[config.mk]
export PLATFORM = sky130hd
export DESIGN_NAME = matrix_feeder
export DESIGN_NICKNAME = d
export VERILOG_FILES = /design/src/rtl/matrix_feeder.sv
export SDC_FILE = /design/constraint.sdc
export NUM_CORES = 1
export LEC_CHECK = 0
export ABC_AREA = 0
export CORE_ASPECT_RATIO = 0.5
export CORE_MARGIN = 5
export CORE_UTILIZATION = 49
export DETAILED_ROUTE_END_ITERATION = 10
export PLACE_DENSITY = 0.71
export SYNTH_ARGS = -nofsm -noshare
export SYNTH_HDL_FRONTEND = slang
export SYNTH_SLANG_ARGS = --single-unit
[constraint.sdc]
create_clock -name clk -period 16.6 [get_ports clk]
set_input_delay 3.32 -clock clk [delete_from_list [all_inputs] [get_ports clk]]
set_output_delay 3.32 -clock clk [all_outputs]
set_load 0.02 [all_outputs]
[src/rtl/matrix_feeder.sv]
`default_nettype none
// ============================================================================
// Module   : matrix_feeder
// Purpose  : Loads A and B operands (row-major) over a valid/ready stream,
//            then drives a systolic array's edges with diagonal skew.
// Revision : 1.0 - initial release
// ============================================================================
module matrix_feeder #(
    parameter int N            = 3,
    parameter int W            = 8,
    parameter int DRAIN_CYCLES = 4
) (
    input  logic           clk,
    input  logic           reset,
    input  logic           start,
    input  logic           in_valid,
    output logic           in_ready,
    input  logic [W-1:0]   in_data,
    output logic           acc_clr,
    output logic           feed_valid,
    output logic [N*W-1:0] a_out,
    output logic [N*W-1:0] b_out,
    output logic           done
);

    localparam int c_NN   = N * N;
    localparam int c_MAXC = (2 * c_NN > DRAIN_CYCLES) ? 2 * c_NN : DRAIN_CYCLES;
    localparam int c_CW   = $clog2(c_MAXC + 1);

    localparam logic [c_CW-1:0] c_LOAD_LAST  = c_CW'(2 * c_NN - 1);
    localparam logic [c_CW-1:0] c_FEED_LAST  = c_CW'(2 * N - 2);
    localparam logic [c_CW-1:0] c_DRAIN_LAST = c_CW'((DRAIN_CYCLES > 0) ? DRAIN_CYCLES - 1 : 0);

    localparam logic [2:0] S_IDLE  = 3'd0;
    localparam logic [2:0] S_LOAD  = 3'd1;
    localparam logic [2:0] S_CLEAR = 3'd2;
    localparam logic [2:0] S_FEED  = 3'd3;
    localparam logic [2:0] S_DRAIN = 3'd4;
    localparam logic [2:0] S_DONE  = 3'd5;

    logic [2:0]        r_state;
    logic [c_CW-1:0]   r_cnt;
    logic [c_NN*W-1:0] r_a;
    logic [c_NN*W-1:0] r_b;

    logic [c_CW-1:0]   w_t_next;
    logic [N*W-1:0]    w_a_next;
    logic [N*W-1:0]    w_b_next;

    // Lanes are registered, so they are computed for the beat that follows this edge.
    assign w_t_next = (r_state == S_FEED) ? r_cnt + 1'b1 : '0;

    always_comb begin
        w_a_next = '0;
        w_b_next = '0;
        for (int i = 0; i < N; i++) begin
            for (int k = 0; k < N; k++) begin
                if (int'(w_t_next) == i + k) begin
                    w_a_next[i*W +: W] = r_a[(i*N + k)*W +: W];
                    w_b_next[i*W +: W] = r_b[(k*N + i)*W +: W];
                end
            end
        end
    end

    always_ff @(posedge clk or posedge reset) begin
        if (reset) begin
            r_state    <= S_IDLE;
            r_cnt      <= '0;
            r_a        <= '0;
            r_b        <= '0;
            in_ready   <= 1'b0;
            acc_clr    <= 1'b0;
            feed_valid <= 1'b0;
            a_out      <= '0;
            b_out      <= '0;
            done       <= 1'b0;
        end else begin
            case (r_state)
                S_IDLE: begin
                    if (start) begin
                        r_state  <= S_LOAD;
                        r_cnt    <= '0;
                        in_ready <= 1'b1;
                    end
                end
                S_LOAD: begin
                    if (in_valid && in_ready) begin
                        for (int k = 0; k < c_NN; k++) begin
                            if (int'(r_cnt) == k)        r_a[k*W +: W] <= in_data;
                            if (int'(r_cnt) == k + c_NN) r_b[k*W +: W] <= in_data;
                        end
                        if (r_cnt == c_LOAD_LAST) begin
                            r_state  <= S_CLEAR;
                            in_ready <= 1'b0;
                            acc_clr  <= 1'b1;
                        end else begin
                            r_cnt <= r_cnt + 1'b1;
                        end
                    end
                end
                S_CLEAR: begin
                    r_state    <= S_FEED;
                    r_cnt      <= '0;
                    acc_clr    <= 1'b0;
                    feed_valid <= 1'b1;
                    a_out      <= w_a_next;
                    b_out      <= w_b_next;
                end
                S_FEED: begin
                    if (r_cnt == c_FEED_LAST) begin
                        r_cnt      <= '0;
                        feed_valid <= 1'b0;
                        a_out      <= '0;
                        b_out      <= '0;
                        if (DRAIN_CYCLES == 0) begin
                            r_state <= S_DONE;
                            done    <= 1'b1;
                        end else begin
                            r_state <= S_DRAIN;
                        end
                    end else begin
                        r_cnt <= r_cnt + 1'b1;
                        a_out <= w_a_next;
                        b_out <= w_b_next;
                    end
                end
                S_DRAIN: begin
                    if (r_cnt == c_DRAIN_LAST) begin
                        r_state <= S_DONE;
                        done    <= 1'b1;
                    end else begin
                        r_cnt <= r_cnt + 1'b1;
                    end
                end
                S_DONE: begin
                    r_state <= S_IDLE;
                    done    <= 1'b0;
                end
                default: begin
                    r_state <= S_IDLE;
                end
            endcase
        end
    end

endmodule
`default_nettype wire

==> impl_metrics.csv <==
group,metric,value,unit
cells_and_area,num-nets-final,735,
routing,wl_per_cell,22.4,um
routing,ant_nets,0,
worst_setup_path,cp-start-kind,"input port",
synthesis,synth_area_per_cell,13.3,sq um
worst_setup_path,cp.required,16.97,ns
routing,routed_wl,21800,um
cells_and_area,syn_to_final_growth,14.7,%
floorplanning,start_util,49.6,%
synthesis,synth_area,0.00905,sq mm
clocking,clock_insertion_delay_worst_skew,0.49,ns
floorplanning,die_w,202,um
floorplanning,io_pins,64,
worst_setup_path,criticalPathCategory,"input port to flop",
worst_setup_path,crit_chain,"clkdlybuf4s50_1 > nand2_1 > nor2_2 > and3_1 > mux2_2",
synthesis,syn-num-nets,698,
power,seqPwrFrac,51.8,%
routing,dr_total_vias,5962,
worst_setup_path,crit_end,"r_b[0]$_DFFE_PP0P_",
synthesis,synth_top_area_share,56.4,%
grt,grt_use_total,20.2,%
routing,drc,0,
clocking,ctsResizeCount,0,
worst_setup_path,regToRegEndpoint,"a_out[15]$_DFFE_PP0P_",
grt,grt_max_degree,153,
synthesis,synthFlopType,"dfrtp_1",
synthesis,syn_inst,681,
worst_setup_path,crit_path_end_kind,"flop",
cells_and_area,drive_gt1_share,30.0,%
sta,finClkSkew,0.00843,ns
power,ir_drop,0.0000569,V
sta,period_needed,4.94,ns
synthesis,synth_edf_count,0,
outcome,outcome,"finished, final reports clean",
synthesis,ys_ff_latch,204,
routing,drt_iter0_markers,557,
sta,slew_viol_final,0,
worst_setup_path,critPathMaxStageDelay,0.54,ns
sta,rsz0062_at_grt,"false",
synthesis,yosysUniqueCellTypes,56,
synthesis,async_flop_share,100,%
power,p_leak,4.82,nW
power,p_per_area,92.4,mW/mm^2
worst_setup_path,cp_max_fo,10,
sta,worst_pin_slew,1.30,ns
power,p_total,0.000959,W
clocking,clock_path_buffers,3,
flow_run,cap_viol_max_count,0,
routing,vias_per_cell,6.15,
placed_design,hpwl,13400,um
floorplanning,die_h,106,um
sta,finalSetupViolations,0,
clocking,numCtsBuffers,20,
sta,fin_crit_sh,29.8,%
worst_hold_path,whs_path_depth,2,
clocking,hold_buffers,0,
clocking,cts.root.buffer_cell,"clkbuf_16",
power,swShare,21.3,%
floorplanning,rows,35,
worst_setup_path,arrival,5.31,ns
cells_and_area,mostFrequentLayoutCell,"dfrtp_1",
grt,antenna_found_initial,0,
clocking,cts.sinks,204,
worst_setup_path,r2r_cells,9,
clocking,htreeDepth,1,
synthesis,synth.largest_area_cell,"dfrtp_1",
placed_design,port_buffers,63,
power,clkPwrFrac,46.1,%
cells_and_area,final_cell_mix,"204 x dfrtp_1, 144 x mux2_2, 63 x clkdlybuf4s50_1",
grt,grt_pass1_vias,6174,
power,internal-power,0.000754,W
synthesis,yosys_warnings,0,
worst_hold_path,hold_class,"flop to flop",
worst_setup_path,slowest_stage,"clkdlybuf4s50_1",
sta,timing.setup.tns,0,ns
synthesis,yosysSeqAreaShare,56.4,%
floorplanning,coreArea,0.0183,sq mm
worst_setup_path,cp-startpoint,"in_valid",
power,p_sw,0.000205,W
sta,slew-limit-headroom,12.8,%
placed_design,routabilityCongestion,0.805,
power,combPwrFrac,2.1,%
cells_and_area,antenna_cells,0,
clocking,post_cts_buffers,0,
routing,firstDrtPassIters,5,
sta,fmax,202,MHz
synthesis,synth.area.top_cells,"dfrtp_1 56%, mux2_2 18%, a221oi_1 3.1%",
worst_setup_path,crit-reg2reg-launch,"r_cnt[0]$_DFFE_PP0P_",
clocking,path_clk_slew,0.06,ns
grt,grt_first_pass_wirelength,35100,um
sta,hold_viol_final,0,
floorplanning,die_area,0.0214,sq mm
worst_setup_path,reg2reg_slack,12.70,ns
grt,grt.overflow.total,0,
clocking,cts_tree,"yes",
cells_and_area,utilization,56.8,%
how the worst min path moves through the flow:
stage          slack (ns)                     to                 start
4_1_cts              0.49   a_out[7]$_DFFE_PP0P_  a_out[7]$_DFFE_PP0P_
5_1_grt              0.52    r_a[49]$_DFFE_PP0P_   r_a[49]$_DFFE_PP0P_
3_5_place_dp         0.47   a_out[7]$_DFFE_PP0P_  a_out[7]$_DFFE_PP0P_
2_1_floorplan        0.47  a_out[10]$_DFFE_PP0P_   r_a[26]$_DFFE_PP0P_
3_3_place_gp         0.47   a_out[6]$_DFFE_PP0P_  a_out[6]$_DFFE_PP0P_
6_report             0.48   a_out[7]$_DFFE_PP0P_  a_out[7]$_DFFE_PP0P_
power groups by stage:
stage / Sequential, W / Combinational (W) / Clock [W]
floorplan: 0.000507 / 0.00000950 / 0
global placement: 0.000506 / 0.0000200 / 0
detailed placement: 0.000506 / 0.0000204 / 0
CTS: 0.000497 / 0.0000204 / 0.000451
global route: 0.000497 / 0.0000225 / 0.000471
finish: 0.000497 / 0.0000197 / 0.000442
through the flow:
step / setup slack, ns / cells / instance area, sq um / hold slack [ns]
after detailed placement: 11.19 / 936 / 9740 / 0.474
after floorplan: 7.71 / 681 / 9050 / 0.469
final: 11.66 / 970 / 10400 / 0.484
after global placement: 11.25 / 936 / 9740 / 0.465
after global routing: 11.52 / 970 / 10400 / 0.521
after CTS: 11.66 / 970 / 10400 / 0.490
logic make-up (layout without fill, tap and decap cells):
family,Yosys count,count (layout),share of synthesized area [%]
flops,204,204,56.4
mux,145,145,18.0
compound gates,140,140,13.0
simple gates,129,129,8.45
buf+inv,58,107,3.46
fa+ha+maj,5,5,0.691
state kept, by name, summed over array words and instances, names as in the netlist:
| name | cells |
|---|---|
| a_out | 24 |
| r_state | 3 |
| r_a | 72 |
| feed_valid | 1 |
| acc_clr | 1 |
| b_out | 24 |
| r_b | 72 |
| r_cnt | 5 |
| done | 1 |
| in_ready | 1 |
metal layers:
metal / up-vias / track usage [%] / part of all wire (%)
met1: 3162 / 29.5 / 48
met3: 30 / 3.20 / 4.3
met4: 0 / 4.36 / 1.7
met2: 138 / 32.2 / 46
met5: - / 0 / 0
li1: 2632 / - / -
Yosys cell counts (2+ instances only):
master and instances:
clkbuf_1 24, ha_1 5, nand4_2 2, o31ai_1 8
buf_4 6, buf_2 15, o21ai_1 10, a21o_1 4
mux2_2 144, o21ai_0 14, nor3b_2 2, nand3_2 3
a21oi_1 4, nor2_2 4, dfrtp_1 204, nand2b_1 3
nor3_1 4, nand3_1 8, nor4_4 2, o31ai_2 10
a22oi_1 18, a221o_1 16, nor2b_1 5, nand2_1 31
nor2_1 37, a32oi_1 16, a221oi_1 32, nand2_2 3
inv_1 5, nor3_4 2, buf_6 7, and3_1 9
critical path: cells and delay by family:
family | cells | cell delay [ns]
muxes | 1 | 0.39
buffers and inverters | 1 | 0.54
and+or+nand+nor | 3 | 1.05
final cells by class:
type / count / area (sq um)
fill: 1436 / 7880
sequential: 204 / 5100
multi-input combinational: 419 / 3640
timing repair buffer: 68 / 668
clock buffer: 30 / 609
tap: 240 / 300
clock inverter: 4 / 28.8
inverter: 5 / 26.3
No activity file was read; power rests on OpenSTA's default activity.
